==> src/rtl/manycore_link_tieoff_sink.sv <==
// manycore_link_tieoff_sink: terminates an unused mesh/IO link, answering requests with canned responses
// and absorbing reverse traffic while counting it and flagging a sticky error.
module manycore_link_tieoff_sink #(
    parameter int addr_width_p    = 28,
    parameter int data_width_p    = 32,
    parameter int x_cord_width_p  = 4,
    parameter int y_cord_width_p  = 5,
    parameter int resp_fifo_els_p = 2,
    parameter logic [data_width_p-1:0] load_data_p = 32'hDEAD_BEEF,
    localparam int FW = addr_width_p + 11 + data_width_p + 2 * (x_cord_width_p + y_cord_width_p),
    localparam int RW = 7 + data_width_p + x_cord_width_p + y_cord_width_p
) (
    input  logic                    clk_i,
    input  logic                    reset_n_i,
    input  logic                    fwd_v_i,
    input  logic [FW-1:0]           fwd_data_i,
    output logic                    fwd_ready_o,
    input  logic                    rev_v_i,
    input  logic [RW-1:0]           rev_data_i,
    output logic                    rev_ready_o,
    output logic                    fwd_v_o,
    output logic [FW-1:0]           fwd_data_o,
    output logic                    rev_v_o,
    output logic [RW-1:0]           rev_data_o,
    input  logic                    rev_ready_i,
    output logic [31:0]             fwd_count_o,
    output logic [31:0]             rev_count_o,
    output logic                    error_o,
    output logic [addr_width_p-1:0] first_addr_o
);
    localparam int XW = x_cord_width_p;
    localparam int YW = y_cord_width_p;
    localparam int SX_LSB = XW + YW;
    localparam int SY_LSB = 2 * XW + YW;
    localparam int RG_LSB = 2 * (XW + YW) + data_width_p;
    localparam int OP_LSB = RG_LSB + 9;
    localparam int AD_LSB = RG_LSB + 11;
    localparam int PW = resp_fifo_els_p > 1 ? $clog2(resp_fifo_els_p) : 1;
    localparam int CW = $clog2(resp_fifo_els_p + 1);

    logic [RW-1:0] mem_q [resp_fifo_els_p];
    logic [PW-1:0] wr_ptr_q, wr_ptr_d, rd_ptr_q, rd_ptr_d;
    logic [CW-1:0] cnt_q, cnt_d;
    logic [31:0] fwd_count_q, fwd_count_d, rev_count_q, rev_count_d;
    logic error_q, error_d;
    logic [addr_width_p-1:0] first_addr_q, first_addr_d;
    logic [1:0] op;
    logic [RW-1:0] resp;
    logic fwd_acc, rev_acc, enq, deq;

    assign op          = fwd_data_i[OP_LSB +: 2];
    assign fwd_ready_o = reset_n_i & (cnt_q != CW'(resp_fifo_els_p));
    assign rev_ready_o = reset_n_i;
    assign fwd_acc     = fwd_v_i & fwd_ready_o;
    assign rev_acc     = rev_v_i & rev_ready_o;
    assign enq         = fwd_acc & (op != 2'b11);
    assign deq         = rev_v_o & rev_ready_i;
    assign resp        = {op, op == 2'b00 ? '0 : load_data_p, fwd_data_i[RG_LSB +: 5],
                          fwd_data_i[SY_LSB +: YW], fwd_data_i[SX_LSB +: XW]};
    assign rev_v_o      = cnt_q != '0;
    assign rev_data_o   = mem_q[rd_ptr_q];
    assign fwd_v_o      = 1'b0;
    assign fwd_data_o   = '0;
    assign fwd_count_o  = fwd_count_q;
    assign rev_count_o  = rev_count_q;
    assign error_o      = error_q;
    assign first_addr_o = first_addr_q;

    always_comb begin
        wr_ptr_d     = enq ? (wr_ptr_q == PW'(resp_fifo_els_p - 1) ? '0 : wr_ptr_q + PW'(1)) : wr_ptr_q;
        rd_ptr_d     = deq ? (rd_ptr_q == PW'(resp_fifo_els_p - 1) ? '0 : rd_ptr_q + PW'(1)) : rd_ptr_q;
        cnt_d        = cnt_q + CW'(enq) - CW'(deq);
        fwd_count_d  = (fwd_acc && fwd_count_q != '1) ? fwd_count_q + 32'd1 : fwd_count_q;
        rev_count_d  = (rev_acc && rev_count_q != '1) ? rev_count_q + 32'd1 : rev_count_q;
        error_d      = error_q | fwd_acc | rev_acc;
        first_addr_d = (fwd_acc && !error_q) ? fwd_data_i[AD_LSB +: addr_width_p] : first_addr_q;
    end

    // storage needs no reset: the occupancy count alone defines what is valid
    always_ff @(posedge clk_i) begin
        if (enq) mem_q[wr_ptr_q] <= resp;
    end

    always_ff @(posedge clk_i or negedge reset_n_i) begin
        if (!reset_n_i) begin
            wr_ptr_q     <= '0;
            rd_ptr_q     <= '0;
            cnt_q        <= '0;
            fwd_count_q  <= '0;
            rev_count_q  <= '0;
            error_q      <= 1'b0;
            first_addr_q <= '0;
        end else begin
            wr_ptr_q     <= wr_ptr_d;
            rd_ptr_q     <= rd_ptr_d;
            cnt_q        <= cnt_d;
            fwd_count_q  <= fwd_count_d;
            rev_count_q  <= rev_count_d;
            error_q      <= error_d;
            first_addr_q <= first_addr_d;
        end
    end
endmodule

==> config.mk <==
export PLATFORM = sky130hd
export DESIGN_NAME = manycore_link_tieoff_sink
export DESIGN_NICKNAME = d
export VERILOG_FILES = /design/src/rtl/manycore_link_tieoff_sink.sv
export SDC_FILE = /design/constraint.sdc
export NUM_CORES = 1
export LEC_CHECK = 0
export ABC_CLOCK_PERIOD_IN_PS = 4800
export CORE_ASPECT_RATIO = 0.75
export CORE_MARGIN = 4
export CORE_UTILIZATION = 30
export CTS_CLUSTER_DIAMETER = 120
export DETAILED_ROUTE_END_ITERATION = 6
export GPL_ROUTABILITY_DRIVEN = 0
export PLACE_DENSITY = 0.7
export SLEW_MARGIN = 20
export SYNTH_ARGS = -nofsm -noshare
export SYNTH_HDL_FRONTEND = slang
export SYNTH_SLANG_ARGS = --single-unit
==> constraint.sdc <==
create_clock -name clk_i -period 4.8 [get_ports clk_i]
set_input_delay 1.44 -clock clk_i [delete_from_list [all_inputs] [get_ports clk_i]]
set_output_delay 1.44 -clock clk_i [all_outputs]
set_load 0.05 [all_outputs]
# After elaboration in Yosys (flattened, before gate mapping)

Memories as Yosys holds them, arrays and structs flattened.
Cells that the tools add are included.

$add $sub $neg: 6
Equal/unequal tests: 4
Muxes and demuxes: 5
Bitwise operators: 7
Reductions and logical operators: 6

Operator list:

| cell                                                             | count |
|---|---|
| 32-bit by 1-bit adder with 32-bit output (second input constant) | 2 |
| 32-bit inequality test (second input constant)                   | 2 |
| 32-bit two-way mux                                               | 1 |
| 1-bit bitwise AND                                                | 5 |
| 1-bit two-way mux                                                | 4 |
| 2-bit inequality test (second input constant)                    | 2 |
| 1-bit logical AND                                                | 3 |
| 1-bit adder (second input constant)                              | 2 |
| 2-bit by 1-bit adder with 2-bit output                           | 1 |
| 2-bit logical NOT                                                | 1 |
| 1-bit bitwise OR                                                 | 2 |
| 2-bit nonzero test                                               | 1 |
| 2-bit by 1-bit subtractor with 2-bit output                      | 1 |
| 1-bit logical NOT                                                | 1 |

Register bits after elaboration: 97
Bits in writable memories: 96
Output and inout port bits: 234
Logic and storage cells: 36
Memories: 1

Memory list:

| name  | words | bits a word | rd ports | clocked after memory_dff | wr ports | RTL line | source |
|---|---|---|---|---|---|---|---|
| mem_q | 2     | 48          | 1        | 0                        | 1        | 41       | `logic [RW-1:0] mem_q [resp_fifo_els_p];` |

# Logic depth before layout (Yosys ltp)

Depth after elaboration: 6
Depth in mapped cells: 8
Depth with buffers taken out: 8

# Worst setup path after synthesis

OpenSTA, ideal clock, no wires.

Path kind: flip-flop to output port
Start: register rd_ptr_q
End: output rev_data_o[15]
Arrival time: 1.874 ns
Path slack: 1.486 ns
Cell stages (with the launch flop): 5
Buffers on the path: 3
Path through: dfrtp_1 -> clkbuf_1 -> buf_1 -> mux2_2 -> buf_4

Longest elaborated chain between the ends: 1

RTL lines:

| what                   | RTL line | source |
|---|---|---|
| from (decl)            | 42       | `logic [PW-1:0] wr_ptr_q, wr_ptr_d, rd_ptr_q, rd_ptr_d;` |
| from (signal assigned) | 95       | `rd_ptr_q <= rd_ptr_d;` |
| memory 2 x 48 bit      | --       |  |
| to (decl)              | 24       | `output logic [RW-1:0] rev_data_o,` |

No other way between the ends.

# Worst setup path after layout

Start: input reset_n_i
End: output fwd_ready_o

Longest elaborated chain between the ends: 1

RTL lines:

| what              | RTL line | source |
|---|---|---|
| from (decl)       | 14       | `input logic reset_n_i,` |
| 1-bit bitwise AND | 52       | `assign fwd_ready_o = reset_n_i & (cnt_q != CW'(resp_fifo_els_p));` |
| to (decl)         | 17       | `output logic fwd_ready_o,` |

No other way between the ends.

==> metrics.csv <==
metric,value,unit
"CTS clk-pin slew, worst paths",0.06,ns
"Req. time, crit path",3.36,ns
first-pass GRT wire length,23.2,mm
Die X,178,um
1st-pass router iterations,4,
setup violators final,0,
PwrDens,485,nW/um^2
vias,4319,
setup TNS,0,ns
Filler Cell Count,2026,
"flops & latches, synth",131,
clk sink count,131,
PortBufs,184,
diode count,0,
synthesis-to-finish area growth,34.9,%
Die H,136,um
area of the multi-input gates,2460,sq um
"Seq/Total Area, Yosys",53.0,%
status,completed,
"critical path, cell by cell","buf_4, buf_12, and2_1, buf_4",
Worst-Skew Late Latency,0.41,ns
pin slew with the least headroom to its limit,0.725,ns
CTS buffer count,17,
grt total ovfl,0,
DP HPWL,10.9,mm
mapped cell area,6500,sq um
Worst path max stage delay,0.43,ns
minimum clock period,3.86,ns
Setup Skew,0.00939,ns
Critical Path End Type,output pin,
count of standard-cell rows,46,
Mean Syn Cell Area,12.1,sq um
TritonCTS clock tree,yes,
most frequent cells in the layout,"182 x clkdlybuf4s50_1, 98 x conb_1, 97 x dfrtp_1",
startpoint class of the critical path,primary input,
Hold/Removal Path Class,reg2reg,
clk root buf,clkbuf_16,
Final Hold Fails,0,
WL per Instance,14.7,um
# DRC,0,
Tot GR Track Use,12.2,%
critical path peak fanout,101,
CP most frequent cell,buf_4,
IO Pins,376,
Slew headroom,51.7,%
leak pwr,3.64,nW
Via density,4.23,
slowest cell on the critical path,buf_12,
"Period Utilization, post-route",80.4,%
largest net degree at the start of global routing,102,
Setup CP Type,in2out,
worst vdd ir,0.000225,V
initial antenna violation count,1,
CTS H-tree lvls,4,
initial DRC count,226,
FF+latch area,3450,sq um
Final ANT Viol Nets,0,
total routed wirelength,15.0,mm
nets,865,
placed instance area,8210,sq um
vias in the first global route,4278,
Initial Utilization,30.6,%
Max-Cap Viols,0,
Mapped Cells,537,
Final Max Slew Viols,0,
"Setup Fix Bufs, Post-CTS",0,
Post-CTS Hold Buffers,0,
die area,24100,sq um
Worst EP arrival,2.42,ns
worst-case clock buffer depth,2,
"commonest non-fill, non-tap cell in the layout",clkdlybuf4s50_1,
post-route cell area,8770,sq um
Yosys cell types,40,
Max Fclk,259,MHz
RSZ-0062 raised after global routing,no,
Synth Warn #,0,
layout cell share with drive strength beyond 1,14.3,%
Core Box Area,21200,sq um
post-CTS resize count,0,
[synthesized netlist by cell type]
cell type	n	area (sq um)
a2111oi_4	1	27.5
a211oi_2	2	25.0
a21o_1	1	7.51
a21oi_1	4	20.0
a31oi_1	1	6.26
and2_1	3	18.8
and3_1	12	75.1
and4_1	5	43.8
buf_1	1	3.75
buf_2	2	10.0
buf_4	122	916
clkbuf_1	3	11.3
conb_1	1	3.75
dfrtp_1	97	2430
edfxtp_1	34	1020
ha_1	4	50.1
inv_1	6	22.5
mux2_2	47	529
nand2_1	26	97.6
nand2b_1	2	12.5
nand3_1	25	125
nand3b_1	1	7.51
nand4_1	25	156
nand4_2	2	25.0
nor2_1	19	71.3
nor2_2	1	6.26
nor2b_1	1	6.26
nor3_1	8	40.0
nor4_1	3	18.8
nor4_2	3	37.5
nor4_4	1	21.3
o2111ai_1	1	8.76
o2111ai_2	1	15.0
o211ai_1	1	7.51
o31ai_4	1	21.3
or2_2	3	18.8
or4_1	1	7.51
or4_4	1	11.3
xnor2_1	48	420
xor2_1	17	149
[power breakdown]
part           leakage [nW]  switching (mW)  internal, mW  total (mW)
Clock                 0.261           0.514         0.717        1.23
Sequential             1.60           0.124          1.27        1.39
Combinational          1.78            1.12         0.511        1.63
Total                  3.64            1.75          2.50        4.25
[flip-flops by register name, indices dropped and copies added (netlist names)]
signal        flops
cnt_q             2
error_o           1
rd_ptr_q          1
fwd_count_o      32
wr_ptr_q          1
rev_count_o      32
mem_q            34
first_addr_o     28
[kinds of logic after synthesis]
kind of cell,share of synthesized area (%)
AND/OR/NAND/NOR,12.3
buffers and inverters,14.8
flip-flops,53.0
XOR/XNOR,8.75
multiplexers,8.14
AO/OA/AOI/OAI,2.14
adder cells (fa/ha/maj),0.770
other,0.0577
[worst paths after layout]
kind	to	slack, ns	from	cells after the start
worst min-delay path	fwd_count_o[31]	0.49	fwd_count_o[31]	1
max in group asynchronous	first_addr_o[11]	3.28	reset_n_i	2
min in group asynchronous	fwd_count_o[8]	1.12	reset_n_i	2
worst max-delay path	fwd_ready_o	0.94	reset_n_i	4
worst min register to register	fwd_count_o[31]	0.49	fwd_count_o[31]	1
worst max register to register	fwd_count_o[27]	2.53	fwd_count_o[0]	6
[per-layer routing]
| metal | global-route usage [%] | part of all wire, % | vias up |
|---|---|---|---|
| li1 | - | - | 2022 |
| met1 | 15.9 | 43 | 2118 |
| met2 | 18.6 | 47 | 166 |
| met3 | 5.44 | 9.8 | 11 |
| met4 | 3.35 | 0.49 | 2 |
| met5 | 0 | 0.13 | - |
[critical path, delay by kind of cell]
| family | cells | cell delay [ns] |
|---|---|---|
| buffers and inverters | 3 | 0.73 |
| and+or+nand+nor | 1 | 0.21 |
[metrics by stage]
| step | hold slack, ns | power, mW | setup slack [ns] | util, % | std cells |
|---|---|---|---|---|---|
| 2_1_floorplan | 0.468 | 2.66 | 1.49 | - | 634 |
| 3_3_place_gp | 0.485 | 3.04 | 0.873 | 38.7 | 988 |
| 3_5_place_dp | 0.484 | 3.05 | 0.863 | 38.7 | 988 |
| 4_1_cts | 0.497 | 4.32 | 0.873 | 41.3 | 1020 |
| 5_1_grt | 0.512 | 4.45 | 0.809 | 41.3 | 1020 |
| 6_report | 0.495 | 4.25 | 0.943 | 41.3 | 1020 |
[final cells by class]
class	instances	area share (%)
inverters	6	0.257
well taps	288	4.11
clock inverters	14	1.48
clock buffers	18	4.89
flip-flops and latches	131	39.3
multi-input cells	369	28.0
repair buffers	194	21.9
Power figures use the tool's default switching activity.
